### config.mk
export PLATFORM = sky130hd
export DESIGN_NAME = id_ex_register_flat
export DESIGN_NICKNAME = d
export VERILOG_FILES = /design/src/rtl/mips_pkg.sv /design/src/rtl/id_ex_register_if.sv /design/src/rtl/pipe_reg_en.sv /design/src/rtl/id_ex_register.sv /design/src/flat_wrapper.sv
export SDC_FILE = /design/constraint.sdc
export NUM_CORES = 1
export LEC_CHECK = 0
export ABC_CLOCK_PERIOD_IN_PS = 6200
export BUFFER_PORTS_ARGS = -buffer_cell sky130_fd_sc_hd__buf_2
export CAP_MARGIN = 20
export CORE_AREA = 2 2 121 123
export DETAILED_ROUTE_END_ITERATION = 10
export DIE_AREA = 0 0 123 125
export HOLD_SLACK_MARGIN = 0.08
export PLACE_DENSITY = 0.75
export SLEW_MARGIN = 20
export SYNTH_ARGS = -nofsm -noshare
export SYNTH_HDL_FRONTEND = slang
export SYNTH_SLANG_ARGS = --single-unit
### constraint.sdc
create_clock -name clock -period 6.2 [get_ports clock]
set_input_delay 0.62 -clock clock [delete_from_list [all_inputs] [get_ports clock]]
set_output_delay 0.62 -clock clock [all_outputs]
set_load 0.02 [all_outputs]
### src/rtl/mips_pkg.sv
// Shared pipeline constants and bundle types for the pipelined MIPS core.
// The ID/EX, EX/MEM and MEM/WB registers all use these types.
package mips_pkg;

  localparam int DATA_W  = 32;
  localparam int REG_W   = 5;
  localparam int FUNCT_W = 6;
  localparam int ALUOP_W = 3;

  typedef struct packed {
    logic               reg_dst;
    logic               alu_src;
    logic               mem_to_reg;
    logic               reg_write;
    logic               mem_read;
    logic               mem_write;
    logic               branch;
    logic [ALUOP_W-1:0] alu_op;
  } id_ex_ctrl_t;

  typedef struct packed {
    logic [DATA_W-1:0]  read_data1;
    logic [DATA_W-1:0]  read_data2;
    logic [DATA_W-1:0]  sign_ex_imm;
    logic [REG_W-1:0]   rt;
    logic [REG_W-1:0]   rd;
    logic [FUNCT_W-1:0] funct;
    logic [DATA_W-1:0]  next_pc;
  } id_ex_data_t;

  localparam int CTRL_W = $bits(id_ex_ctrl_t);
  localparam int DBUS_W = $bits(id_ex_data_t);

endpackage

### src/rtl/id_ex_register_if.sv
// Decode-to-execute bundle: decode-side inputs and the registered copies seen by EX.
// master = decode stage (drives inputs), slave = the ID/EX register.
interface id_ex_register_if;
  import mips_pkg::*;

  logic               hit;
  logic               flush;
  logic [DATA_W-1:0]  readData1;
  logic [DATA_W-1:0]  readData2;
  logic [DATA_W-1:0]  signExImmediate;
  logic               RegDst;
  logic               ALUSrc;
  logic               MemtoReg;
  logic               RegWrite;
  logic               MemRead;
  logic               MemWrite;
  logic               Branch;
  logic [ALUOP_W-1:0] ALUOp;
  logic [REG_W-1:0]   rt;
  logic [REG_W-1:0]   rd;
  logic [FUNCT_W-1:0] funct;
  logic [DATA_W-1:0]  nextPC;

  logic [DATA_W-1:0]  readData1Out;
  logic [DATA_W-1:0]  readData2Out;
  logic [DATA_W-1:0]  signExImmediateOut;
  logic               RegDstOut;
  logic               ALUSrcOut;
  logic               MemtoRegOut;
  logic               RegWriteOut;
  logic               MemReadOut;
  logic               MemWriteOut;
  logic               BranchOut;
  logic [ALUOP_W-1:0] ALUOpOut;
  logic [REG_W-1:0]   rtOut;
  logic [REG_W-1:0]   rdOut;
  logic [FUNCT_W-1:0] functOut;
  logic [DATA_W-1:0]  nextPCOut;
  logic               hitOut;

  modport master (
    output hit, flush, readData1, readData2, signExImmediate,
           RegDst, ALUSrc, MemtoReg, RegWrite, MemRead, MemWrite, Branch,
           ALUOp, rt, rd, funct, nextPC,
    input  readData1Out, readData2Out, signExImmediateOut,
           RegDstOut, ALUSrcOut, MemtoRegOut, RegWriteOut, MemReadOut,
           MemWriteOut, BranchOut, ALUOpOut, rtOut, rdOut, functOut,
           nextPCOut, hitOut
  );

  modport slave (
    input  hit, flush, readData1, readData2, signExImmediate,
           RegDst, ALUSrc, MemtoReg, RegWrite, MemRead, MemWrite, Branch,
           ALUOp, rt, rd, funct, nextPC,
    output readData1Out, readData2Out, signExImmediateOut,
           RegDstOut, ALUSrcOut, MemtoRegOut, RegWriteOut, MemReadOut,
           MemWriteOut, BranchOut, ALUOpOut, rtOut, rdOut, functOut,
           nextPCOut, hitOut
  );

endinterface

### src/rtl/pipe_reg_en.sv
// Generic pipeline flop bank: async active-high reset, load enable, synchronous clear.
// Enable has priority over clear, so a held stage keeps its contents.
module pipe_reg_en #(
  parameter int WIDTH = 8
) (
  input  logic             clk,
  input  logic             rst,
  input  logic             en_i,
  input  logic             clr_i,
  input  logic [WIDTH-1:0] d_i,
  output logic [WIDTH-1:0] q_o
);

  logic [WIDTH-1:0] q_q;
  logic [WIDTH-1:0] q_d;

  // NOTE: default to the held value first so every path assigns q_d and no latch is inferred.
  always_comb begin
    q_d = q_q;
    if (en_i) begin
      q_d = clr_i ? '0 : d_i;
    end
  end

  // NOTE: sequential state uses non-blocking assignments so all flops update together.
  always_ff @(posedge clk or posedge rst) begin
    if (rst) q_q <= '0;
    else     q_q <= q_d;
  end

  assign q_o = q_q;

endmodule

### src/rtl/id_ex_register.sv
// ID/EX pipeline register: holds on stall (hit=0), bubbles control on flush.
// hitOut always follows hit one cycle later so EX sees the stall.
module id_ex_register
  import mips_pkg::*;
(
  input  logic        clock,
  input  logic        reset,
  id_ex_register_if.slave bus
);

  id_ex_ctrl_t ctrl_d;
  id_ex_ctrl_t ctrl_q;
  id_ex_data_t data_d;
  id_ex_data_t data_q;
  logic        hit_q;

  assign ctrl_d = '{
    reg_dst:    bus.RegDst,
    alu_src:    bus.ALUSrc,
    mem_to_reg: bus.MemtoReg,
    reg_write:  bus.RegWrite,
    mem_read:   bus.MemRead,
    mem_write:  bus.MemWrite,
    branch:     bus.Branch,
    alu_op:     bus.ALUOp
  };

  assign data_d = '{
    read_data1:  bus.readData1,
    read_data2:  bus.readData2,
    sign_ex_imm: bus.signExImmediate,
    rt:          bus.rt,
    rd:          bus.rd,
    funct:       bus.funct,
    next_pc:     bus.nextPC
  };

  pipe_reg_en #(.WIDTH(CTRL_W)) u_ctrl_reg (
    .clk   (clock),
    .rst   (reset),
    .en_i  (bus.hit),
    .clr_i (bus.flush),
    .d_i   (ctrl_d),
    .q_o   (ctrl_q)
  );

  // Operands still advance during a flush; only the control bits become a bubble.
  pipe_reg_en #(.WIDTH(DBUS_W)) u_data_reg (
    .clk   (clock),
    .rst   (reset),
    .en_i  (bus.hit),
    .clr_i (1'b0),
    .d_i   (data_d),
    .q_o   (data_q)
  );

  always_ff @(posedge clock or posedge reset) begin
    if (reset) hit_q <= 1'b0;
    else       hit_q <= bus.hit;
  end

  assign bus.RegDstOut          = ctrl_q.reg_dst;
  assign bus.ALUSrcOut          = ctrl_q.alu_src;
  assign bus.MemtoRegOut        = ctrl_q.mem_to_reg;
  assign bus.RegWriteOut        = ctrl_q.reg_write;
  assign bus.MemReadOut         = ctrl_q.mem_read;
  assign bus.MemWriteOut        = ctrl_q.mem_write;
  assign bus.BranchOut          = ctrl_q.branch;
  assign bus.ALUOpOut           = ctrl_q.alu_op;
  assign bus.readData1Out       = data_q.read_data1;
  assign bus.readData2Out       = data_q.read_data2;
  assign bus.signExImmediateOut = data_q.sign_ex_imm;
  assign bus.rtOut              = data_q.rt;
  assign bus.rdOut              = data_q.rd;
  assign bus.functOut           = data_q.funct;
  assign bus.nextPCOut          = data_q.next_pc;
  assign bus.hitOut             = hit_q;

endmodule

### src/flat_wrapper.sv
// flat-port wrapper written by rule: the top's interface ports become plain ports
module id_ex_register_flat import mips_pkg::*;
  (clock, reset, bus_hit, bus_flush, bus_readData1, bus_readData2, bus_signExImmediate, bus_RegDst, bus_ALUSrc, bus_MemtoReg, bus_RegWrite, bus_MemRead, bus_MemWrite, bus_Branch, bus_ALUOp, bus_rt, bus_rd, bus_funct, bus_nextPC, bus_readData1Out, bus_readData2Out, bus_signExImmediateOut, bus_RegDstOut, bus_ALUSrcOut, bus_MemtoRegOut, bus_RegWriteOut, bus_MemReadOut, bus_MemWriteOut, bus_BranchOut, bus_ALUOpOut, bus_rtOut, bus_rdOut, bus_functOut, bus_nextPCOut, bus_hitOut);
  id_ex_register_if bus_i ();
  input  logic clock;
  input  logic reset;
  input wire logic [$bits(bus_i.hit)-1:0] bus_hit;
  input wire logic [$bits(bus_i.flush)-1:0] bus_flush;
  input wire logic [$bits(bus_i.readData1)-1:0] bus_readData1;
  input wire logic [$bits(bus_i.readData2)-1:0] bus_readData2;
  input wire logic [$bits(bus_i.signExImmediate)-1:0] bus_signExImmediate;
  input wire logic [$bits(bus_i.RegDst)-1:0] bus_RegDst;
  input wire logic [$bits(bus_i.ALUSrc)-1:0] bus_ALUSrc;
  input wire logic [$bits(bus_i.MemtoReg)-1:0] bus_MemtoReg;
  input wire logic [$bits(bus_i.RegWrite)-1:0] bus_RegWrite;
  input wire logic [$bits(bus_i.MemRead)-1:0] bus_MemRead;
  input wire logic [$bits(bus_i.MemWrite)-1:0] bus_MemWrite;
  input wire logic [$bits(bus_i.Branch)-1:0] bus_Branch;
  input wire logic [$bits(bus_i.ALUOp)-1:0] bus_ALUOp;
  input wire logic [$bits(bus_i.rt)-1:0] bus_rt;
  input wire logic [$bits(bus_i.rd)-1:0] bus_rd;
  input wire logic [$bits(bus_i.funct)-1:0] bus_funct;
  input wire logic [$bits(bus_i.nextPC)-1:0] bus_nextPC;
  output wire logic [$bits(bus_i.readData1Out)-1:0] bus_readData1Out;
  output wire logic [$bits(bus_i.readData2Out)-1:0] bus_readData2Out;
  output wire logic [$bits(bus_i.signExImmediateOut)-1:0] bus_signExImmediateOut;
  output wire logic [$bits(bus_i.RegDstOut)-1:0] bus_RegDstOut;
  output wire logic [$bits(bus_i.ALUSrcOut)-1:0] bus_ALUSrcOut;
  output wire logic [$bits(bus_i.MemtoRegOut)-1:0] bus_MemtoRegOut;
  output wire logic [$bits(bus_i.RegWriteOut)-1:0] bus_RegWriteOut;
  output wire logic [$bits(bus_i.MemReadOut)-1:0] bus_MemReadOut;
  output wire logic [$bits(bus_i.MemWriteOut)-1:0] bus_MemWriteOut;
  output wire logic [$bits(bus_i.BranchOut)-1:0] bus_BranchOut;
  output wire logic [$bits(bus_i.ALUOpOut)-1:0] bus_ALUOpOut;
  output wire logic [$bits(bus_i.rtOut)-1:0] bus_rtOut;
  output wire logic [$bits(bus_i.rdOut)-1:0] bus_rdOut;
  output wire logic [$bits(bus_i.functOut)-1:0] bus_functOut;
  output wire logic [$bits(bus_i.nextPCOut)-1:0] bus_nextPCOut;
  output wire logic [$bits(bus_i.hitOut)-1:0] bus_hitOut;
  assign bus_i.hit = bus_hit;
  assign bus_i.flush = bus_flush;
  assign bus_i.readData1 = bus_readData1;
  assign bus_i.readData2 = bus_readData2;
  assign bus_i.signExImmediate = bus_signExImmediate;
  assign bus_i.RegDst = bus_RegDst;
  assign bus_i.ALUSrc = bus_ALUSrc;
  assign bus_i.MemtoReg = bus_MemtoReg;
  assign bus_i.RegWrite = bus_RegWrite;
  assign bus_i.MemRead = bus_MemRead;
  assign bus_i.MemWrite = bus_MemWrite;
  assign bus_i.Branch = bus_Branch;
  assign bus_i.ALUOp = bus_ALUOp;
  assign bus_i.rt = bus_rt;
  assign bus_i.rd = bus_rd;
  assign bus_i.funct = bus_funct;
  assign bus_i.nextPC = bus_nextPC;
  assign bus_readData1Out = bus_i.readData1Out;
  assign bus_readData2Out = bus_i.readData2Out;
  assign bus_signExImmediateOut = bus_i.signExImmediateOut;
  assign bus_RegDstOut = bus_i.RegDstOut;
  assign bus_ALUSrcOut = bus_i.ALUSrcOut;
  assign bus_MemtoRegOut = bus_i.MemtoRegOut;
  assign bus_RegWriteOut = bus_i.RegWriteOut;
  assign bus_MemReadOut = bus_i.MemReadOut;
  assign bus_MemWriteOut = bus_i.MemWriteOut;
  assign bus_BranchOut = bus_i.BranchOut;
  assign bus_ALUOpOut = bus_i.ALUOpOut;
  assign bus_rtOut = bus_i.rtOut;
  assign bus_rdOut = bus_i.rdOut;
  assign bus_functOut = bus_i.functOut;
  assign bus_nextPCOut = bus_i.nextPCOut;
  assign bus_hitOut = bus_i.hitOut;
  id_ex_register u_core (.clock(clock), .reset(reset), .bus(bus_i));
endmodule
Word level (Yosys, flattened, before mapping)
Cells that the tools add are included.
{ "word_totals": {"in_bits": 158, "regBits": 155, "output_inout_bits": 155, "wordCells": 4} }
{ "op_classes": {"mux": 1} }
{ "op_table": {"columns": ["op", "count"], "rows": [
  ["10-bit two-way mux", 1]
]} }

Longest topological paths before layout
Gate-level depths: netlist (run 1).
{ "depth": {"depth_word": 1, "ltp_mapped": 4, "depth_no_buf": 2} }

Cells and area by module
A second synthesis (run 1) with hierarchy kept.
{ "hier_totals": {"cells_unflattened": 351, "hier_area_um2": 5539.1} }
{ "modules_own_cells": {"columns": ["mod", "n_inst", "seq_area_each_um2", "cells_each", "area_per_inst_um2"], "rows": [
  ["pipe_reg_en (u_core.u_data_reg)", 1, 3603.5, 323, 5132.4],
  ["pipe_reg_en (u_core.u_ctrl_reg)", 1, 250.2, 25, 374.1],
  ["id_ex_register", 1, 25.0, 3, 32.5]
]} }

Worst setup path before layout (run 1)
No wires, ideal clock.
{ "synth_path": {"path_kind": "input to register", "startpoint": "input port bus_hit", "endpoint": "register u_core.u_data_reg.q_q[0] (netlist: u_core.u_data_reg.q_o[0])", "setup_slack_ps": 4847, "setup_ps": 125, "required_ps": 6075, "path_buffers": 2, "arrival_time_ps": 1229, "cell_stages": 3, "cell_sequence": "buf_6 -> clkbuf_8 -> mux2_2"} }
{ "synth_lines": {"columns": ["item", "line_no", "text"], "rows": [
  ["start, declared", "flat_wrapper.sv:7", "input wire logic [$bits(bus_i.hit)-1:0] bus_hit;"],
  ["end signal, assigned", "pipe_reg_en.sv:28", "else q_q <= q_d;"],
  ["end, declared", "pipe_reg_en.sv:14", "logic [WIDTH-1:0] q_q;"]
]} }
No word-level cell between the ends.

Final worst setup path (run 1)
{ "layout_path": {"startpoint": "input port bus_hit", "endpoint": "register u_core.u_data_reg.q_q[32] (netlist: u_core.u_data_reg.q_o[32])"} }
No word-level cell between the ends.

==> results.txt, run 1 <==
Leak -> 3.97 nW
Share of the synthesized area in the top cell type -> 66.7%
Post-detail-place hpwl -> 10100 µm
Delay-heaviest family, CP -> buffers and inverters
Part of the cycle the worst path needs -> 35.1%
Fin. max-slew vios -> 0
CTS Buf Count -> 17
Core area -> 0.0142 mm²
Yosys reg bits -> 155
Io pins -> 313
Vias in the first global route -> 4224
Final Skew -> 0 ns
Max Clk Rate -> 459 MHz
Startpoint Class -> input pin
Pwr dens -> 326 mW/mm²
Yosys warns -> 0
Share of cells above drive strength 1 -> 74.1%
Final Power -> 2.61 mW
Max VDD drop -> 0.163 mV
Die Span X -> 123 µm
GPL Wtd Cong -> 0.763
Synth Net Count -> 488
H-tree depth -> 4
Skew-Pair Late Insertion Delay -> 0.40 ns
Total inserted antenna cells -> 0
Buffers plus inverters on the worst setup path -> 2
Register area share after synthesis -> 66.7%
Relative slew margins -> 36.8%
Synth top area cells -> dfrtp_1, mux2_2, clkbuf_8
Post-cts resize count -> 0
CTS Root Buffer Type -> clkbuf_16
CTS tree -> done
Clk buf depth -> 2
Finished layout cell area -> 0.00800 mm²
Num rows -> 44
GRT Total Usage -> 17.7%
Post-Syn Area -> 0.00582 mm²
Initial Utilization -> 41.0%
Detail Route Antenna Nets -> 0
Final setup TNS -> 0 ns
Initial antenna violation count -> 0
First-pass DRT Iterations -> 4
Post-placement cell area -> 0.00742 mm²
Wirelength per Cell -> 16.1 µm
Slowest-stage cell, CP -> buf_4
DR vias -> 3922
Setup repair after global routing missed its margin -> false
Element type at the critical path end -> flip-flop
Hold_buf cts -> 0
Clock transition at the registers of the reported paths -> 0.05 ns
Slew at the pin with the worst max-slew slack -> 0.949 ns
CTS Sinks -> 155
Data arrival, critical path -> 2.46 ns
Final WL -> 13500 µm
Req. time, crit path -> 6.48 ns
WS Path Type -> input pin to flip-flop
Status -> finished clean
Critical-path maximum fanout -> 78
Layout area overhead -> 37.4%
Total of max-cap violations -> 0
Port bufs -> 312
Min Tclk post-route -> 2.18 ns
Avg Inst Size Synth -> 17.6 µm²
Die area -> 0.0154 mm²
Initial DRC count -> 115
First-pass GRT wire length -> 20900 µm
Worst hold path class -> input pin to asynchronous set/reset pin
Final Hold Viols -> 0
Largest net degree at the start of global routing -> 91
Die H -> 125 µm
Remaining Overflow, GRT -> 0
Final setup vio count -> 0
Final net count -> 804
CP peak stage delay -> 0.83 ns
Post-CTS Setup Bufs -> 0
Crit-path cells -> buf_6 > buf_4 > mux2_2
Post-synthesis cell type count -> 11
Drt via density -> 4.67
Leading area contributor after synthesis -> dfrtp_1
Synthesized netlist cell count -> 330
Residual DRC count -> 0
==> logic make-up (layout without fill, tap and decap cells) <==
group / after synthesis / count (layout) / synth area share [%]
DFF: 155 / 155 / 66.7
AOI/OAI and AO/OA: 10 / 10 / 1.51
muxes: 144 / 144 / 27.9
and+or+nand+nor: 2 / 2 / 0.172
buffers and inverters: 19 / 345 / 3.78
==> synth_stat cells <==
| cell type | n |
|---|---|
| inv_2 | 1 |
| o2bb2ai_1 | 1 |
| a22o_1 | 9 |
| buf_2 | 1 |
| clkbuf_8 | 11 |
| inv_1 | 1 |
| nor2b_1 | 1 |
| buf_6 | 5 |
| dfrtp_1 | 155 |
| mux2_2 | 144 |
| nand2_1 | 1 |
==> registers in the layout, summed over array words and instances (netlist names) <==
name,flops
u_core.bus.hitOut,1
u_core.u_ctrl_reg.q_o,10
u_core.u_data_reg.q_o,144
==> placed cells by master (no fill, tap or decap) <==
master / instances
buf_2: 311
clkinv_2: 3
bufinv_16: 3
o2bb2ai_1: 1
clkbuf_16: 17
nor2b_1: 1
a22o_1: 9
clkinvlp_4: 1
buf_4: 2
mux2_2: 144
inv_2: 1
inv_6: 1
nand2_1: 1
clkinv_4: 1
clkbuf_1: 3
dfrtp_1: 155
buf_6: 1
clkbuf_8: 1
==> layer usage <==
| metal | vias to the layer above | GRT usage [%] | share of wire [%] |
|---|---|---|---|
| met5 | - | 0 | 0 |
| met4 | 0 | 6.89 | 1.6 |
| met3 | 17 | 6.20 | 9.3 |
| met2 | 192 | 31.4 | 52 |
| met1 | 1918 | 19.1 | 37 |
| li1 | 1795 | - | - |
==> cell type report <==
| cell class | count | area, µm² |
|---|---|---|
| multi-input combinational | 156 | 1720 |
| clock buffer | 21 | 450 |
| timing repair buffer | 314 | 1580 |
| clock inverter | 8 | 121 |
| fill | 1171 | 6210 |
| sequential | 155 | 3880 |
| inverter | 2 | 12.5 |
| tap | 184 | 230 |
==> worst paths after layout <==
path                                            from                         end  slack (ns)  cells after the start
setup / recovery                             bus_hit   u_core.u_data_reg.q_o[32]        4.02                      3
hold / removal                                 reset  u_core.u_data_reg.q_o[105]        0.36                      2
setup reg to reg           u_core.u_data_reg.q_o[97]   u_core.u_data_reg.q_o[97]        5.42                      1
hold reg to reg             u_core.u_ctrl_reg.q_o[4]    u_core.u_ctrl_reg.q_o[4]        0.50                      1
max in group asynchronous                      reset   u_core.u_data_reg.q_o[38]        4.48                      3
min in group clock                         bus_flush    u_core.u_ctrl_reg.q_o[4]        0.39                      2
==> per-stage QoR <==
step                util, %  worst slack [ns]  cells  hold slack, ns
global placement       52.3              3.70    811           0.468
global route           56.3              3.93    840           0.375
CTS                    56.3              4.05    840           0.369
floorplan                 -              1.40    330           0.595
finish                 56.3              4.02    840           0.362
detailed placement     52.3              3.61    811           0.479
==> power by group <==
group | leakage, nW | switching [mW] | internal [mW]
clock network | 0.279 | 0.370 | 0.635
logic | 1.87 | 0.250 | 0.189
registers | 1.83 | 0.0503 | 1.11
(Power assumes the default switching activity.)
==> run 2, diff against run 1 <==
- ABC_CLOCK_PERIOD_IN_PS: 6200 -> 1950
- CORE_AREA: 2 2 121 123 -> default
- CORE_ASPECT_RATIO: default -> 1.5
- CORE_UTILIZATION: default -> 40
- DIE_AREA: 0 0 123 125 -> default
- PLACE_DENSITY: 0.75 -> 0.76
- clock period: 6.2 -> 1.95 ns (I/O delays scaled with it)
==> results.txt, run 2 (synthesized netlist as in run 1, its figures left out) <==
Worst r2r path cells -> 2 (+1)
Final net count -> 964 (+20%)
Pwr dens -> 903 mW/mm² (+180%)
Register area -> 0.00388 mm² (unchanged)
Crit-path cells -> dlygate4sd3_1 > buf_6 > buf_4 > inv_2 > o2bb2ai_1 > dlygate4sd3_1
GPL Wtd Cong -> 0.738 (-3.2%)
Clk buf depth -> 2 (unchanged)
Status -> finished clean
Max reg flops -> 144 (unchanged)
Layout area overhead -> 66.5%
Reg-to-reg endpoint -> u_core.u_ctrl_reg.q_o[4]
Crit path top cell by count -> dlygate4sd3_1
Slew at the pin with the worst max-slew slack -> 0.557 ns (-0.392 ns)
Startpoint Class -> input pin
Setup crit start -> bus_hit
Setup repair after global routing missed its margin -> false
GRT Total Usage -> 22.2% (+4.5 points)
Skew-Pair Late Insertion Delay -> 0.40 ns (about the same)
Relative slew margins -> 62.8% (+26 points)
Part of the cycle the worst path needs -> 95.4%
DR vias -> 4638 (+18%)
Detail Route Antenna Nets -> 0 (unchanged)
Post-CTS Setup Bufs -> 0 (unchanged)
Port bufs -> 312 (unchanged)
Multi-input gate area -> 0.00172 mm² (unchanged)
CP Depth -> 6 (+3)
GR Util met2 -> 41.3% (+9.9 points)
Most Used Layer, Global Route -> met2
Grt met3 use -> 6.03% (-0.18 points)
Drt via density -> 4.58 (-1.8%)
Most common cell after layout, fill and taps aside -> buf_2
Final setup vio count -> 0 (unchanged)
CTS Root Buffer Type -> clkbuf_16
Min Tclk post-route -> 1.86 ns
Worst hold path class -> input pin to asynchronous set/reset pin
WS Path Type -> input pin to flip-flop
CTS Buf Count -> 17 (unchanged)
Remaining Overflow, GRT -> 0 (unchanged)
Residual DRC count -> 0 (unchanged)
Clock transition at the registers of the reported paths -> 0.06 ns (about the same)
Flop2flop setup slack -> 0.78 ns (-4.64 ns)
Initial Utilization -> 41.2% (+0.23 points)
Initial antenna violation count -> 0 (unchanged)
Critical-path maximum fanout -> 38 (-51%)
DP Worst Slack -> 0.588 ns (-3.02 ns)
Post-detail-place hpwl -> 9690 µm (-3.7%)
Final Hold Viols -> 0 (unchanged)
Io pins -> 313 (unchanged)
Final WL -> 16500 µm (+22%)
First-pass DRT Iterations -> 4 (unchanged)
CTS Sinks -> 155 (unchanged)
Fin. max-slew vios -> 0 (unchanged)
Slowest-stage cell, CP -> dlygate4sd3_1
Max Clk Rate -> 538 MHz
First-pass GRT wire length -> 25400 µm (+21%)
CP peak stage delay -> 0.57 ns (-0.26 ns)
Num rows -> 53 (+20%)
Filler instances -> 943 (-19%)
Leak -> 4.66 nW (+17%)
Most frequent cells in the layout -> buf_2, dlygate4sd3_1, dfrtp_1, mux2_2, clkbuf_16
Die Span X -> 100 µm (-18%)
Total of max-cap violations -> 0 (unchanged)
Crit path capture -> u_core.u_ctrl_reg.q_o[4]
H-tree depth -> 4 (unchanged)
Data arrival, critical path -> 2.14 ns (-0.32 ns)
Post-cts resize count -> 0 (unchanged)
Die H -> 150 µm (+20%)
Largest net degree at the start of global routing -> 91 (unchanged)
Max VDD drop -> 0.534 mV (+230%)
Final Power -> 8.75 mW (+240%)
Wirelength per Cell -> 16.3 µm (+1.4%)
Final WS setup -> 0.0904 ns (-3.93 ns)
GR Util met1 -> 22.4% (+3.2 points)
Vias in the first global route -> 5213 (+23%)
Core area -> 0.0141 mm² (-0.55%)
CTS tree -> done
Buffers plus inverters on the worst setup path -> 5 (+3)
Share of cells above drive strength 1 -> 60.3% (-14 points)
FF-to-FF Start -> u_core.u_ctrl_reg.q_o[4]
Die area -> 0.0150 mm² (-2.2%)
Req. time, crit path -> 2.23 ns (-4.25 ns)
Element type at the critical path end -> flip-flop
Delay-heaviest family, CP -> buffers and inverters
Final Skew -> 0 ns (unchanged)
Initial DRC count -> 70 (-39%)
==> run 2: changes by cell type in the layout (fill, tap and decap cells not counted) <==
cell	change
buf_12	+4
dlygate4sd3_1	+157
clkinv_4	+1
diode_2	+2
inv_6	+2
clkbuf_1	-2
clkinv_2	-3
clkinvlp_4	+4
buf_4	-1
==> run 2: timing repair <==
item	in CTS	in global routing
hold buffers	157	0
setup endpoints to repair	0	0
endpoints found under the hold margin	310	0
==> run 2: layout make-up <==
class	count	area share, %
antenna	2	0.0517
clock buffer	19	4.57
clock inverter	12	1.69
inverter	2	0.116
multi-input combinational	156	17.7
sequential	155	40.0
tap	192	2.48
timing repair buffer	474	33.3
==> run 2: worst register-to-register path: cells and delay by family (launching register included) <==
| family | cells | cell delay [ns] |
|---|---|---|
| buffers and inverters | 1 | 0.55 |
| AO/OA/AOI/OAI | 1 | 0.12 |
| flip-flops | 1 | 0.39 |
==> run 2: worst min path at each step <==
stage,startpoint,end,cells past startpoint
after detailed placement,reset,u_core.u_data_reg.q_o[79],3
after CTS,reset,u_core.u_data_reg.q_o[94],4
after floorplan,bus_hit,u_core.bus.hitOut,0
final,reset,u_core.u_data_reg.q_o[99],4
after global placement,reset,u_core.u_data_reg.q_o[79],3
after global routing,reset,u_core.u_data_reg.q_o[74],4
==> run 2: report_power, final <==
part	internal [mW]	switching, mW
Clock	2.06	1.30
Sequential	3.53	0.167
Combinational	0.822	0.873
==> run 2: metal layers <==
| layer | routed length (µm) | share of wire, % | vias to the layer above |
|---|---|---|---|
| met4 | 513 | 3.1 | 0 |
| met2 | 9240 | 56 | 218 |
| met5 | 0 | 0 | - |
| met3 | 1100 | 6.6 | 39 |
| met1 | 5650 | 34 | 2254 |
| li1 | - | - | 2127 |
==> run 2: per-stage QoR <==
step | hold WS, ns | setup TNS (ns) | utilization, % | cell area (µm²) | cells
6_report | 0.489 | 0 | 68.6 | 9690 | 1012
5_1_grt | 0.513 | 0 | 68.6 | 9680 | 1010
4_1_cts | 0.493 | 0 | 68.6 | 9680 | 1010
3_5_place_dp | 0.358 | 0 | 53.1 | 7500 | 822
3_3_place_gp | 0.343 | 0 | 53.1 | 7500 | 822
2_1_floorplan | 0.226 | -31.61 | - | 5820 | 330
==> run 3, diff against run 2 <==
- PLACE_DENSITY: 0.76 -> default
- PLACE_DENSITY_LB_ADDON: default -> 0.15
==> results.txt, run 3 (synthesized netlist as in run 1, its figures left out) <==
Fin. max-slew vios -> 0 (unchanged)
Remaining Overflow, GRT -> 0 (unchanged)
Initial Utilization -> 41.2% (unchanged)
Setup repair after global routing missed its margin -> false
Pwr dens -> 885 mW/mm² (-2.0%)
Final WL -> 16300 µm (-1.4%)
FF-to-FF Start -> u_core.u_ctrl_reg.q_o[4]
Startpoint Class -> input pin
Relative slew margins -> 59.7% (-3.1 points)
Detail Route Antenna Nets -> 0 (unchanged)
WS Path Type -> input pin to flip-flop
Die Span X -> 100 µm (unchanged)
Layout area overhead -> 66.9%
Die H -> 150 µm (unchanged)
Clock transition at the registers of the reported paths -> 0.06 ns (about the same)
Max Clk Rate -> 829 MHz (+54%)
Crit-path cells -> dlygate4sd3_1 > buf_2 > nor2b_1 > a22o_1
Placed cells -> 828 (+0.73%)
DR vias -> 4685 (+1.0%)
Total of max-cap violations -> 0 (unchanged)
Residual DRC count -> 0 (unchanged)
Post-detail-place hpwl -> 10400 µm (+7.7%)
Post-CTS Setup Bufs -> 0 (unchanged)
First-pass DRT Iterations -> 4 (unchanged)
DP Worst Slack -> 0.530 ns (-0.0579 ns)
CP peak stage delay -> 0.53 ns (-0.04 ns)
Status -> finished clean
GPL Wtd Cong -> 0.764 (+3.4%)
Final WS setup -> 0.743 ns (+0.653 ns)
Io pins -> 313 (unchanged)
Filler instances -> 1020 (+8.2%)
CTS Buf Count -> 17 (unchanged)
Fin cells -> 1016 (+0.40%)
Drt via density -> 4.61 (+0.62%)
Initial DRC count -> 44 (-37%)
Flop2flop setup slack -> 0.80 ns (+0.02 ns)
Element type at the critical path end -> flip-flop
Part of the cycle the worst path needs -> 61.9% (-33 points)
Clk buf depth -> 2 (unchanged)
Port bufs -> 312 (unchanged)
Final Power -> 8.60 mW (-1.8%)
Critical-path maximum fanout -> 9 (-76%)
CTS tree -> done
Total inserted antenna cells -> 0 (-2)
CTS Sinks -> 155 (unchanged)
Post-cts resize count -> 0 (unchanged)
Largest net degree at the start of global routing -> 52 (-43%)
Final setup TNS -> 0 ns (unchanged)
Slew at the pin with the worst max-slew slack -> 0.604 ns (+0.0469 ns)
Hold_buf cts -> 156 (-0.64%)
Vias in the first global route -> 5067 (-2.8%)
Worst hold path class -> input pin to flip-flop
Final setup vio count -> 0 (unchanged)
H-tree depth -> 4 (unchanged)
Core area -> 0.0141 mm² (unchanged)
Wirelength per Cell -> 16.0 µm (-1.8%)
Slowest-stage cell, CP -> dlygate4sd3_1
Multi-input gate area -> 0.00172 mm² (unchanged)
CTS Root Buffer Type -> clkbuf_16
Leak -> 4.68 nW (+0.47%)
Final net count -> 969 (+0.52%)
Register area -> 0.00388 mm² (unchanged)
Crit path capture -> u_core.u_ctrl_reg.q_o[1]
Setup crit start -> bus_flush
Die area -> 0.0150 mm² (unchanged)
Max reg flops -> 144 (unchanged)
Share of cells above drive strength 1 -> 60.7% (+0.41 points)
Min Tclk post-route -> 1.21 ns (-0.653 ns)
Most common cell after layout, fill and taps aside -> buf_2
GRT Total Usage -> 21.6% (-0.63 points)
Final Skew -> 0 ns (unchanged)
Final Hold Viols -> 0 (unchanged)
Req. time, crit path -> 2.30 ns (+0.07 ns)
Max VDD drop -> 0.506 mV (-5.2%)
Initial antenna violation count -> 0 (unchanged)
Most frequent cells in the layout -> buf_2, dlygate4sd3_1, dfrtp_1, mux2_2, clkbuf_16
Skew-Pair Late Insertion Delay -> 0.41 ns (about the same)
Reg-to-reg endpoint -> u_core.u_ctrl_reg.q_o[4]
Num rows -> 53 (unchanged)
First-pass GRT wire length -> 24700 µm (-2.5%)
Data arrival, critical path -> 1.55 ns (-0.59 ns)
Worst r2r path cells -> 2 (unchanged)
## run 3: report_power, final
group | internal, mW | leakage [nW] | switching [mW] | total, mW
clock | 1.82 | 0.271 | 1.38 | 3.20
combinational | 0.834 | 2.59 | 0.878 | 1.71
sequential | 3.53 | 1.83 | 0.153 | 3.69
total | 6.19 | 4.68 | 2.41 | 8.60
## run 3: worst min path at each step
stage | startpoint | end | slack (ns) | cells after the start
floorplan | bus_hit | u_core.bus.hitOut | 0.23 | 0
global placement | reset | u_core.u_data_reg.q_o[26] | 0.22 | 2
detailed placement | reset | u_core.u_data_reg.q_o[112] | 0.21 | 2
CTS | bus_hit | u_core.bus.hitOut | 0.09 | 1
global route | bus_hit | u_core.bus.hitOut | 0.1 | 1
finish | bus_hit | u_core.bus.hitOut | 0.09 | 1
## run 3: area by class of cell
class / instances / share of cell area (%)
multi-input combinational: 156 / 17.7
inverter: 2 / 0.116
clock buffer: 19 / 4.56
clock inverter: 13 / 1.35
tap: 192 / 2.47
timing repair buffer: 479 / 33.8
sequential: 155 / 39.9
## run 3: metal layers
layer / vias to the layer above / track usage [%] / routed length [µm]
li1: 2140 / - / -
met1: 2290 / 22.5 / 5940
met2: 209 / 39.3 / 8700
met3: 46 / 5.37 / 970
met4: 0 / 11.6 / 650
met5: - / 0 / 0
## run 3: stage by stage
| step | hold slack, ns | utilization [%] | area [µm²] |
|---|---|---|---|
| 4_1_cts | 0.0898 | 68.7 | 9710 |
| 6_report | 0.0940 | 68.7 | 9710 |
| 5_1_grt | 0.0963 | 68.7 | 9710 |
| 3_3_place_gp | 0.215 | 53.6 | 7570 |
| 3_5_place_dp | 0.214 | 53.6 | 7570 |
| 2_1_floorplan | 0.226 | - | 5820 |
## run 3: critical path, delay by kind of cell
family | cells | cell delay (ns)
buf+inv | 2 | 0.66
simple gates | 1 | 0.48
compound gates | 1 | 0.22
